File: config.mk
export PLATFORM = sky130hd
export DESIGN_NAME = dart_scorer
export DESIGN_NICKNAME = d
export VERILOG_FILES = /design/src/rtl/dart_scorer.sv
export SDC_FILE = /design/constraint.sdc
export NUM_CORES = 1
export LEC_CHECK = 0
export ABC_AREA = 0
export CAP_MARGIN = 20
export CELL_PAD_IN_SITES_DETAIL_PLACEMENT = 0
export CELL_PAD_IN_SITES_GLOBAL_PLACEMENT = 1
export CORE_UTILIZATION = 40
export DETAILED_ROUTE_END_ITERATION = 8
export HOLD_SLACK_MARGIN = 0.08
export PLACE_DENSITY_LB_ADDON = 0.3
export SYNTH_ARGS = -nofsm -noshare
export SYNTH_HDL_FRONTEND = slang
export SYNTH_SLANG_ARGS = --single-unit
File: constraint.sdc
create_clock -name clk -period 4.25 [get_ports clk]
set_input_delay 0.425 -clock clk [delete_from_list [all_inputs] [get_ports clk]]
set_output_delay 0.425 -clock clk [all_outputs]
set_load 0.01 [all_outputs]
File: src/rtl/dart_scorer.sv
// dart_scorer
//   Sequential dart-game scorer. Throws arrive as (X, Y) cell coordinates over
//   a valid/ready handshake. Each throw is scored with a square-ring board
//   model and added, with saturation, to the current player's total. Turns
//   rotate every THROWS throws and rounds advance after the last player. When
//   the final throw of the game is accepted, one RESOLVE cycle picks the
//   winner. The result is then held in DONE.
//
// Configuration macro: DART_BONUS_EN
//   defined   -> a centre-cell hit (r = 0) scores 2*RINGS
//   undefined -> a centre-cell hit scores RINGS
//
// Ports
//   clk          rising-edge clock
//   rst          synchronous, active-high reset (returns to IDLE)
//   start        begin a new game (honoured in IDLE/DONE only)
//   throw_valid  throw presented on X/Y
//   X, Y         throw column / row
//   throw_ready  high only in PLAY
//   last_score   points of the most recently accepted throw
//   cur_player   player whose throw is expected
//   cur_round    current round index
//   total_flat   player totals, player p at [p*TOT_W +: TOT_W]
//   game_over    high in DONE
//   winner       lowest player index holding the top total
//   tie          top total shared by two or more players
module dart_scorer #(
    parameter int COORD_W   = 2,
    parameter int RINGS     = 2,
    parameter int N_PLAYERS = 2,
    parameter int THROWS    = 3,
    parameter int ROUNDS    = 3,
    parameter int TOT_W     = 8,
    localparam int SCORE_W  = $clog2(2*RINGS+1),
    localparam int PL_W     = $clog2(N_PLAYERS),
    localparam int RND_W    = (ROUNDS > 1) ? $clog2(ROUNDS) : 1
) (
    input  logic                       clk,
    input  logic                       rst,
    input  logic                       start,
    input  logic                       throw_valid,
    input  logic [COORD_W-1:0]         X,
    input  logic [COORD_W-1:0]         Y,
    output logic                       throw_ready,
    output logic [SCORE_W-1:0]         last_score,
    output logic [PL_W-1:0]            cur_player,
    output logic [RND_W-1:0]           cur_round,
    output logic [N_PLAYERS*TOT_W-1:0] total_flat,
    output logic                       game_over,
    output logic [PL_W-1:0]            winner,
    output logic                       tie
);

    localparam int THR_W = (THROWS > 1) ? $clog2(THROWS) : 1;
    localparam logic [COORD_W-1:0] CTR = COORD_W'(1 << (COORD_W-1));

    typedef enum logic [1:0] {S_IDLE, S_PLAY, S_RESOLVE, S_DONE} state_t;

    state_t             state_q, state_d;
    logic [TOT_W-1:0]   total_q [N_PLAYERS];
    logic [TOT_W-1:0]   total_d [N_PLAYERS];
    logic [SCORE_W-1:0] last_score_q, last_score_d;
    logic [PL_W-1:0]    player_q, player_d;
    logic [RND_W-1:0]   round_q, round_d;
    logic [THR_W-1:0]   throw_q, throw_d;
    logic [PL_W-1:0]    winner_q, winner_d;
    logic               tie_q, tie_d;

    // Board model: Chebyshev distance from the centre cell selects the ring.
    logic [COORD_W-1:0] dx, dy, r;
    logic [SCORE_W-1:0] score_c;
    logic [TOT_W:0]     sum_c;

    always_comb begin
        dx = (X >= CTR) ? X - CTR : CTR - X;
        dy = (Y >= CTR) ? Y - CTR : CTR - Y;
        r  = (dx > dy) ? dx : dy;
        if (int'(r) < RINGS) score_c = SCORE_W'(RINGS - int'(r));
        else                 score_c = '0;
`ifdef DART_BONUS_EN
        if (r == '0) score_c = SCORE_W'(2*RINGS);
`endif
        // One extra bit catches overflow so the total can saturate.
        sum_c = {1'b0, total_q[player_q]} + (TOT_W+1)'(score_c);
    end

    // Winner search: a strictly larger total restarts the tie flag, and an
    // equal total only marks a tie, so the lowest index keeps the win.
    logic [TOT_W-1:0] best_c;
    logic [PL_W-1:0]  win_c;
    logic             tie_c;

    always_comb begin
        best_c = total_q[0];
        win_c  = '0;
        tie_c  = 1'b0;
        for (int p = 1; p < N_PLAYERS; p++) begin
            if (total_q[p] > best_c) begin
                best_c = total_q[p];
                win_c  = PL_W'(p);
                tie_c  = 1'b0;
            end else if (total_q[p] == best_c) begin
                tie_c = 1'b1;
            end
        end
    end

    // NOTE: every _d gets its hold value first so no path leaves it unassigned (no latch).
    always_comb begin
        state_d      = state_q;
        total_d      = total_q;
        last_score_d = last_score_q;
        player_d     = player_q;
        round_d      = round_q;
        throw_d      = throw_q;
        winner_d     = winner_q;
        tie_d        = tie_q;

        unique case (state_q)
            S_IDLE, S_DONE: begin
                if (start) begin
                    state_d      = S_PLAY;
                    last_score_d = '0;
                    player_d     = '0;
                    round_d      = '0;
                    throw_d      = '0;
                    winner_d     = '0;
                    tie_d        = 1'b0;
                    for (int p = 0; p < N_PLAYERS; p++) total_d[p] = '0;
                end
            end
            S_PLAY: begin
                if (throw_valid) begin
                    last_score_d      = score_c;
                    total_d[player_q] = sum_c[TOT_W] ? '1 : sum_c[TOT_W-1:0];
                    if (throw_q == THR_W'(THROWS-1)) begin
                        throw_d = '0;
                        if (player_q == PL_W'(N_PLAYERS-1)) begin
                            player_d = '0;
                            // The last round stays visible after the final throw.
                            if (round_q == RND_W'(ROUNDS-1)) state_d = S_RESOLVE;
                            else                             round_d = round_q + 1'b1;
                        end else begin
                            player_d = player_q + 1'b1;
                        end
                    end else begin
                        throw_d = throw_q + 1'b1;
                    end
                end
            end
            S_RESOLVE: begin
                winner_d = win_c;
                tie_d    = tie_c;
                state_d  = S_DONE;
            end
            default: state_d = S_IDLE;
        endcase
    end

    // NOTE: sequential state uses non-blocking assignments only.
    always_ff @(posedge clk) begin
        if (rst) begin
            state_q      <= S_IDLE;
            last_score_q <= '0;
            player_q     <= '0;
            round_q      <= '0;
            throw_q      <= '0;
            winner_q     <= '0;
            tie_q        <= 1'b0;
            for (int p = 0; p < N_PLAYERS; p++) total_q[p] <= '0;
        end else begin
            state_q      <= state_d;
            last_score_q <= last_score_d;
            player_q     <= player_d;
            round_q      <= round_d;
            throw_q      <= throw_d;
            winner_q     <= winner_d;
            tie_q        <= tie_d;
            total_q      <= total_d;
        end
    end

    always_comb begin
        for (int p = 0; p < N_PLAYERS; p++) total_flat[p*TOT_W +: TOT_W] = total_q[p];
    end

    assign throw_ready = (state_q == S_PLAY);
    assign game_over   = (state_q == S_DONE);
    assign last_score  = last_score_q;
    assign cur_player  = player_q;
    assign cur_round   = round_q;
    assign winner      = winner_q;
    assign tie         = tie_q;

endmodule
==> results of run 1 <==
==> synth_stat cells, types with 4 or more instances <==
cell / number
dfxtp_1: 28
clkbuf_1: 4
ha_1: 19
nor2_1: 12
a21oi_1: 8
nor2b_1: 7
a32oi_1: 6
inv_1: 17
o21ai_1: 5
o21ai_0: 8
nand2_1: 23
a221o_1: 6
nand3_1: 6
==> per-stage QoR <==
step / util / instances / cell area, um^2 / hold WS [ns]
floorplan: - / 232 / 2030 / 0.461
global placement: 0.504 / 326 / 2410 / 0.481
detailed placement: 0.504 / 326 / 2410 / 0.476
CTS: 0.518 / 330 / 2480 / 0.499
global route: 0.518 / 330 / 2480 / 0.539
finish: 0.518 / 330 / 2480 / 0.492
==> cell type report <==
class,instances,share of cell area
clock buffers,3,0.0166
clock inverters,1,0.0121
multi-input cells,180,0.550
well taps,67,0.0338
repair buffers,34,0.136
inverters,17,0.0257
flip-flops and latches,28,0.226
==> registers in the layout, summed over array words and instances, names as in the netlist <==
name        cells
total_flat     16
last_score      3
cur_round       2
state_q         2
throw_q         2
cur_player      1
tie             1
winner          1
==> worst paths after layout <==
check | startpoint | endpoint | slack [ns] | depth (start not counted)
setup / recovery | X[0] | total_flat[0] | 0.54 | 13
hold / removal | throw_q[1] | throw_q[1] | 0.49 | 2
setup reg to reg | cur_player | total_flat[0] | 1.74 | 7
hold reg to reg | throw_q[1] | throw_q[1] | 0.49 | 2
==> worst register-to-register path: cells and delay by family, from the launching register on <==
| family | cells | cell delay [ns] |
|---|---|---|
| DFF | 1 | 0.57 |
| muxes | 1 | 0.40 |
| AOI/OAI and AO/OA | 2 | 0.41 |
| and+or+nand+nor | 1 | 0.22 |
| buffers and inverters | 1 | 0.21 |
| adders and majority gates | 2 | 0.59 |
==> cells by family (layout without fill, tap and decap cells) <==
logic type	Yosys count	count (layout)	synth area share
compound gates	69	69	0.270
xor+xnor	1	1	0.00432
fa+ha+maj	20	20	0.127
buf+inv	24	55	0.0506
flops	28	28	0.277
mux	5	5	0.0259
simple gates	85	85	0.246
==> power by group through the flow <==
stage / clock, W / sequential (W) / combinational (W)
finish: 0.000216 / 0.000293 / 0.000277
global route: 0.000230 / 0.000295 / 0.000309
CTS: 0.000218 / 0.000293 / 0.000278
detailed placement: 0 / 0.000299 / 0.000277
global placement: 0 / 0.000298 / 0.000273
floorplan: 0 / 0.000298 / 0.000197
==> routing by layer <==
layer	vias to the layer above	track usage	part of all wire
met1	872	0.302	0.49
met3	4	0.0331	0.057
li1	936	-	-
met2	65	0.321	0.44
met4	0	0.0588	0.0090
met5	-	0	0
==> results.md, run 1 <==
- Total GRT Usage: 0.209
- Worst Clk Skew: approximately 0.0017 ns
- #FFs+latches synth: 28
- # port buffers: 33
- Buf/Inv on CP: 2
- Syn Area/Cell: a little under 9 um^2
- Largest net degree at the start of global routing: 22
- Filler cell count: 462
- Number of flops mapped to enable cells by yosys: 0
- CP Max Fanout: 7
- Final period util: 0.873
- Crit-path leading delay family: simple AND/OR/NAND/NOR gates
- DRT Pass-1 Iters: 4
- Setup TNS after final layout: 0 ns
- I/O Pins: 34
- Worst Tran Pin Value: approximately 0.8 ns
- Clock slew at reported path FFs: around 0.10 ns
- Clock sink total: 28
- Root Buffer: clkbuf_8
- Layout cells sized above 1: 0.0951
- Detailed Place HPWL: slightly below 4000 um
- Commonest non-fill, non-tap cells in the layout: 33 x clkdlybuf4s50_1, 28 x dfxtp_1, 23 x nand2_1
- Post-CTS resize count: 0
- Pre-CTS setup slack: 0.249 ns
- Leading area contributor after synthesis: dfxtp_1
- Full die area: between 5000 and 6000 um^2
- Seq pwr share: 0.373
- Clk pwr share: 0.275
- Number of CTS-inserted buffers: 3
- Setup CP Type: in2reg
- DRC: 0
- Lkg Pwr: approximately 0.9 nW
- Mapped Nets: 260
- VDD IR max: 0.168 mV
- Sequential area share after synthesis: 0.277
- Post-synth top area share: 0.277
- Crit path required time: between 4 and 5 ns
- Fin. Hold Viols: 0
- First-pass GRT wire length: ~8600 um
- Number of global-route vias before repair: between 1500 and 2000
- CP max-delay cell: clkdlybuf4s50_1
- Worst-Skew Late Latency: between 0.2 and 0.3 ns
- Ys Warns: 0
- Combinational power share: 0.352
- Vias/cell: 5.69
- Crit. End Element: register
- GR Overflow Total: 0
- Die Wd: around 73 um
- Setup Buffers After CTS: 0
- N_diodes: 0
- # setup viols final: 0
- Register area: between 500 and 600 um^2
- Avg WL per Cell: 15.4 um
- Multi-input logic area: around 1400 um^2
- WL final: 5100 um
- CTS tree: done
- Die height: 73.2 um
- Antenna Violating Nets Remaining: 0
- Max Clock Freq: about 0.27 GHz
- Status: finished clean
- Starting density of the core: 0.424
- Synth cell types: between 60 and 70
- Switching part of the total power: 0.358
- Max_cap viols: 0
- Initial antenna violation count: 0
- GP Congestion: about 0.85
- Final nets: 292
- Max Slew Vio Count: 0
- Asr flop ratio synth: 0
- Syn Std Cell Area: 2030 um^2
- Pint: between 0.0005 and 0.0006 W
- Via count: between 1500 and 2000
- Synth Flop Type: dfxtp_1
- Most frequent CP cell: ha_1
- Core area: between 4000 and 5000 um^2
- Slew headroom: 0.463
- PD cells: between 300 and 400 nW/um^2
- RSZ-0062 raised after global routing: false
- Final min period: roughly 3.7 ns
- Crit-path max cell delay: roughly 0.47 ns
- Post-synthesis cell count: ~230
- Crit path launch type: input pin
- Synth area leaders: dfxtp_1 28%, ha_1 12%, nand2_1 4.3%
- Worst setup margin: approximately 0.54 ns
- Htree depth: 1
- Switching pwr: about 0.00028 W
- Layout area overhead: 22.4%
- Hold WC Path Type: reg2reg
- Rows: 25
- 1st-iter DRT viols: ~100
- CP Cell Sequence: clkdlybuf4s50_1 -> or2_2 -> ha_1 -> o21ba_1 -> nor3_4 -> nor2_2 -> and2_1 -> ha_1 -> fa_1 -> inv_1 -> o32ai_2 -> and3_4 -> a221o_1
- CTS max path bufs: 2
- Total Power: 0.000786 W
- WP data arrival: a little under 4 ns
- Post-CTS Hold Fix Bufs: 0
- Commonest non-fill, non-tap cell in the layout: clkdlybuf4s50_1
Power figures use the tool's default switching activity.
==> run 2: changes to the inputs <==
--- a/config.mk
+++ b/config.mk
@@ -11,8 +11,10 @@
 export CELL_PAD_IN_SITES_GLOBAL_PLACEMENT = 1
 export CORE_UTILIZATION = 40
 export DETAILED_ROUTE_END_ITERATION = 8
+export GPL_ROUTABILITY_DRIVEN = 0
 export HOLD_SLACK_MARGIN = 0.08
-export PLACE_DENSITY_LB_ADDON = 0.3
+export PLACE_DENSITY = 0.82
+export SKIP_LAST_GASP = 1
 export SYNTH_ARGS = -nofsm -noshare
 export SYNTH_HDL_FRONTEND = slang
 export SYNTH_SLANG_ARGS = --single-unit
==> run 2 against run 1 <==
Effect of this change:
- non-clock buffer count did not move
- critical path type unchanged
- global-route usage decreased by 0.83 points
- via count fell by 0.80%
- die area is the same
==> results.md, run 2 (same netlist as run 1, synthesis figures left out) <==
- Reg2Reg Depth: 8 (+1)
- Crit path required time: 4.42 ns (about the same)
- Clock sink total: 28 (unchanged)
- Final period util: 0.886 (+0.0132)
- Vias/cell: 5.64 (-0.80%)
- Post-CTS resize count: 0 (unchanged)
- Worst-Skew Late Latency: 0.28 ns (about the same)
- WL final: 5080 um (-0.29%)
- Avg WL per Cell: 15.4 um (-0.29%)
- VDD IR max: 0.151 mV (-10%)
- Largest net degree at the start of global routing: 30 (+36%)
- Detailed Place HPWL: 3840 um (-0.84%)
- Starting density of the core: 0.424 (unchanged)
- Full die area: 5360 um^2 (unchanged)
- Reg2Reg Setup Slack: 1.92 ns (+0.18 ns)
- Fin. Hold Viols: 0 (unchanged)
- Number of global-route vias before repair: 1665 (-2.5%)
- Max reg flops: 16 (unchanged)
- Final nets: 292 (unchanged)
- Rows: 25 (unchanged)
- RSZ-0062 raised after global routing: false
- GR Overflow Total: 0 (unchanged)
- Slew headroom: 0.492 (+0.0294)
- I/O Pins: 34 (unchanged)
- Total GRT Usage: 0.201 (-0.00829)
- Worst Clk Skew: 0.00369 ns (+0.00199 ns)
- Setup Buffers After CTS: 0 (unchanged)
- Worst hold stages: 2 (unchanged)
- WP data arrival: 3.94 ns (+0.05 ns)
- Die height: 73.2 um (unchanged)
- Crit path launch type: input pin
- Max Slew Vio Count: 0 (unchanged)
- Multi-input logic area: 1360 um^2 (unchanged)
- Setup CP Type: in2reg
- Final min period: 3.77 ns (+0.0562 ns)
- Non-filler cells, final: 330 (unchanged)
- Commonest non-fill, non-tap cell in the layout: clkdlybuf4s50_1
- Post-CTS Hold Fix Bufs: 0 (unchanged)
- Clock slew at reported path FFs: 0.10 ns (about the same)
- Die Wd: 73.2 um (unchanged)
- Layout area overhead: 21.6%
- CP Max Fanout: 7 (unchanged)
- Hold WC Path Type: reg2reg
- Placement Cell Area: 2410 um^2 (unchanged)
- Reg2reg end: total_flat[15]
- # port buffers: 33 (unchanged)
- Final Cell Area: 2460 um^2 (-0.66%)
- Layout cells sized above 1: 0.0951 (unchanged)
- Max_cap viols: 0 (unchanged)
- Crit. End Element: register
- Core area: 4790 um^2 (unchanged)
- Hold Startpoint: winner
- Post-placement cell count: 326 (unchanged)
- Worst hold margin: 0.492 ns (-0.000384 ns)
- N_diodes: 0 (unchanged)
- CTS max path bufs: 2 (unchanged)
- Root Buffer: clkbuf_8
- Setup TNS after final layout: 0 ns (unchanged)
- Lkg Pwr: 0.894 nW (-0.77%)
- DRT Pass-1 Iters: 4 (unchanged)
- RR Startpoint: cur_player
- WHS Endpoint: winner
- Register area: 561 um^2 (unchanged)
- Max Clock Freq: 0.266 GHz (-1.5%)
- 1st-iter DRT viols: 117 (+13%)
- PD cells: 300 nW/um^2 (-5.3%)
- Initial antenna violation count: 0 (unchanged)
- # setup viols final: 0 (unchanged)
- Number of CTS-inserted buffers: 3 (unchanged)
- Htree depth: 1 (unchanged)
- Via count: 1862 (-0.80%)
- Status: finished clean
- Filler cell count: 473 (+2.4%)
- CTS tree: done
- First-pass GRT wire length: 8190 um (-4.3%)
- Antenna Violating Nets Remaining: 0 (unchanged)
- DRC: 0 (unchanged)
- Worst Tran Pin Value: 0.759 ns (-0.0440 ns)
- Commonest non-fill, non-tap cells in the layout: 33 x clkdlybuf4s50_1, 28 x dfxtp_1, 23 x nand2_1
[run 2: cell type report]
type | count | share of cell area
Tap cell | 67 | 0.0340
Timing Repair Buffer | 34 | 0.137
Sequential cell | 28 | 0.227
Multi-Input combinational cell | 180 | 0.553
Inverter | 17 | 0.0259
Clock buffer | 4 | 0.0223
[run 2: metal layers]
layer / track usage / vias up / share of wire
met2: 0.305 / 70 / 0.43
met4: 0.0588 / 0 / 0.014
met3: 0.0345 / 7 / 0.077
met1: 0.289 / 853 / 0.48
li1: - / 932 / -
met5: 0 / - / 0
[run 2: how the worst max path moves through the flow]
stage,from,to,slack [ns],depth (start not counted)
after CTS,X[0],total_flat[1],0.48,13
after floorplan,X[0],total_flat[0],0.98,12
after global placement,X[0],total_flat[0],0.31,13
final,X[0],total_flat[1],0.48,13
after global routing,X[0],total_flat[2],0.34,13
after detailed placement,X[0],total_flat[1],0.21,13
[run 2: critical path, cell delays in order]
cell and delay [ns]:
clkdlybuf4s50_1 0.47, or2_2 0.35, ha_1 0.33, o21ba_1 0.24
nor3_4 0.30, nor2_2 0.15, and2_1 0.19, ha_1 0.23
fa_1 0.39, inv_1 0.22, o32ai_2 0.16, and3_4 0.22
a221o_1 0.27
[run 2: report_power, final]
part / internal (W) / total (W) / switching (W)
registers: 0.000277 / 0.000291 / 0.0000141
clock network: 0.0000833 / 0.000173 / 0.0000902
logic: 0.000100 / 0.000275 / 0.000175
[run 2: through the flow]
stage / utilization / setup WS [ns] / power, W
floorplan: - / 0.984 / 0.000494
global placement: 0.504 / 0.307 / 0.000569
detailed placement: 0.504 / 0.207 / 0.000575
CTS: 0.515 / 0.483 / 0.000748
global route: 0.515 / 0.345 / 0.000787
finish: 0.515 / 0.484 / 0.000740
==> run 3: changes to the inputs <==
--- a/config.mk
+++ b/config.mk
@@ -9,6 +9,7 @@
 export CAP_MARGIN = 20
 export CELL_PAD_IN_SITES_DETAIL_PLACEMENT = 0
 export CELL_PAD_IN_SITES_GLOBAL_PLACEMENT = 1
+export CORE_MARGIN = 2
 export CORE_UTILIZATION = 40
 export DETAILED_ROUTE_END_ITERATION = 8
 export GPL_ROUTABILITY_DRIVEN = 0
==> run 3 against run 2 <==
Effect of this change:
- die area up 5.5%
- utilization is 0.33 points lower
- critical path depth unchanged
- count of clock-buffer cells in the layout did not move
- worst setup slack better by 0.054 ns
- sequential cell count unchanged
- largest cell class unchanged
- highest routed layer unchanged
==> results.md, run 3 (same netlist as run 1, synthesis figures left out) <==
- Hold WC Path Type: reg2reg
- VDD IR max: 0.150 mV (-0.68%)
- RSZ-0062 raised after global routing: false
- Status: finished clean
- Crit. End Element: register
- Setup TNS after final layout: 0 ns (unchanged)
- Number of global-route vias before repair: 1564 (-6.1%)
- Grt peak-use layer: met1
- CTS max path bufs: 2 (unchanged)
- Commonest non-fill, non-tap cells in the layout: 33 x clkdlybuf4s50_1, 28 x dfxtp_1, 23 x nand2_1
- Crit-path max cell delay: 0.47 ns (about the same)
- I/O Pins: 34 (unchanged)
- Post-CTS Hold Fix Bufs: 0 (unchanged)
- CTS tree: done
- Htree depth: 1 (unchanged)
- Final Cell Area: 2460 um^2 (unchanged)
- N_diodes: 0 (unchanged)
- Pre-CTS setup slack: 0.263 ns (+0.0555 ns)
- Lkg Pwr: 0.894 nW (unchanged)
- Initial antenna violation count: 0 (unchanged)
- Worst Clk Skew: 0.00400 ns (+0.000311 ns)
- Layout area overhead: 21.6% (unchanged)
- GR Overflow Total: 0 (unchanged)
- DRT Pass-1 Iters: 4 (unchanged)
- Worst hold margin: 0.488 ns (-0.00398 ns)
- Rows: 25 (unchanged)
- 1st-iter DRT viols: 100 (-15%)
- Worst setup margin: 0.538 ns (+0.0535 ns)
- Slew headroom: 0.489 (-0.00351)
- Via count: 1855 (-0.38%)
- Crit path required time: 4.43 ns (about the same)
- Max Slew Vio Count: 0 (unchanged)
- Placement Cell Area: 2410 um^2 (unchanged)
- CP Max Fanout: 7 (unchanged)
- Final min period: 3.71 ns (-0.0535 ns)
- Worst-Skew Late Latency: 0.28 ns (about the same)
- Layout cells sized above 1: 0.0951 (unchanged)
- Filler cell count: 488 (+3.2%)
- Fin. Hold Viols: 0 (unchanged)
- Final nets: 292 (unchanged)
- Met2 usage: 0.258 (-0.0462)
- Die height: 75.2 um (+2.7%)
- Core area: 4820 um^2 (+0.65%)
- Clock slew at reported path FFs: 0.10 ns (about the same)
- Worst Tran Pin Value: 0.764 ns (+0.00525 ns)
- WL final: 5140 um (+1.2%)
- CP max-delay cell: clkdlybuf4s50_1
- Clock sink total: 28 (unchanged)
- Largest net degree at the start of global routing: 30 (unchanged)
- Full die area: 5650 um^2 (+5.5%)
- Commonest non-fill, non-tap cell in the layout: clkdlybuf4s50_1
- Crit-path leading delay family: simple AND/OR/NAND/NOR gates
- Number of CTS-inserted buffers: 3 (unchanged)
- Antenna Violating Nets Remaining: 0 (unchanged)
- Post-CTS resize count: 0 (unchanged)
- Most frequent CP cell: ha_1
- DRC: 0 (unchanged)
- # setup viols final: 0 (unchanged)
- Avg WL per Cell: 15.6 um (+1.2%)
- Total GRT Usage: 0.185 (-0.0162)
- Die Wd: 75.2 um (+2.7%)
- Max Clock Freq: 0.269 GHz (+1.4%)
- First-pass GRT wire length: 7950 um (-3.0%)
- Max reg flops: 16 (unchanged)
- Buf/Inv on CP: 2 (unchanged)
- Util after Layout: 0.512 (-0.00334)
- WP data arrival: 3.89 ns (-0.05 ns)
- Final period util: 0.873 (-0.0126)
- Setup Buffers After CTS: 0 (unchanged)
- # port buffers: 33 (unchanged)
- CP Cell Sequence: clkdlybuf4s50_1 -> or2_2 -> ha_1 -> o21ba_1 -> nor3_4 -> nor2_2 -> and2_1 -> ha_1 -> fa_1 -> inv_1 -> o32ai_2 -> and3_4 -> a221o_1
- Starting density of the core: 0.421 (-0.00275)
- Crit path launch type: input pin
- Setup CP Type: in2reg
- PD cells: 301 nW/um^2 (+0.28%)
- Met3 Use GR: 0.0335 (-0.00106)
- Detailed Place HPWL: 3810 um (-0.75%)
- Met1 usage: 0.289 (about the same)
- Max_cap viols: 0 (unchanged)
- Vias/cell: 5.62 (-0.38%)
- Root Buffer: clkbuf_8
[run 3: cell counts in the layout (fill, tap and decap cells not counted)]
Identical to the previous run, type by type.
[run 3: path summary, 6_finish.rpt]
kind,start,end,slack [ns],depth (start not counted)
max,X[0],total_flat[2],0.54,13
min,winner,winner,0.49,2
max reg2reg,cur_player,total_flat[7],1.88,8
min reg2reg,winner,winner,0.49,2
[run 3: layer usage]
metal,wire length (um),vias up
met3,403,4
met1,2530,855
met4,47,0
li1,-,930
met5,0,-
met2,2160,66
[run 3: worst min-delay path: stages (launching register included)]
cell	delay (ns)
dfxtp_1	0.33
nand2_1	0.05
a221oi_1	0.06
[run 3: report_power, final]
part           internal, W  switching, W  leakage (nW)
clock            0.0000832     0.0000903        0.0288
combinational     0.000101      0.000176         0.639
sequential        0.000277     0.0000141         0.226
total             0.000461      0.000281         0.894
[run 3: area by class of cell]
cell class / count / area, um^2 / area share
Clock buffer: 4 / 55.1 / 0.0223
Timing Repair Buffer: 34 / 338 / 0.137
Inverter: 17 / 63.8 / 0.0259
Tap cell: 67 / 83.8 / 0.0340
Multi-Input combinational cell: 180 / 1360 / 0.553
Sequential cell: 28 / 561 / 0.227
[run 3: metrics by stage]
stage / power [W] / cells
floorplan: 0.000494 / 232
global placement: 0.000572 / 326
detailed placement: 0.000576 / 326
CTS: 0.000745 / 330
global route: 0.000788 / 330
finish: 0.000742 / 330
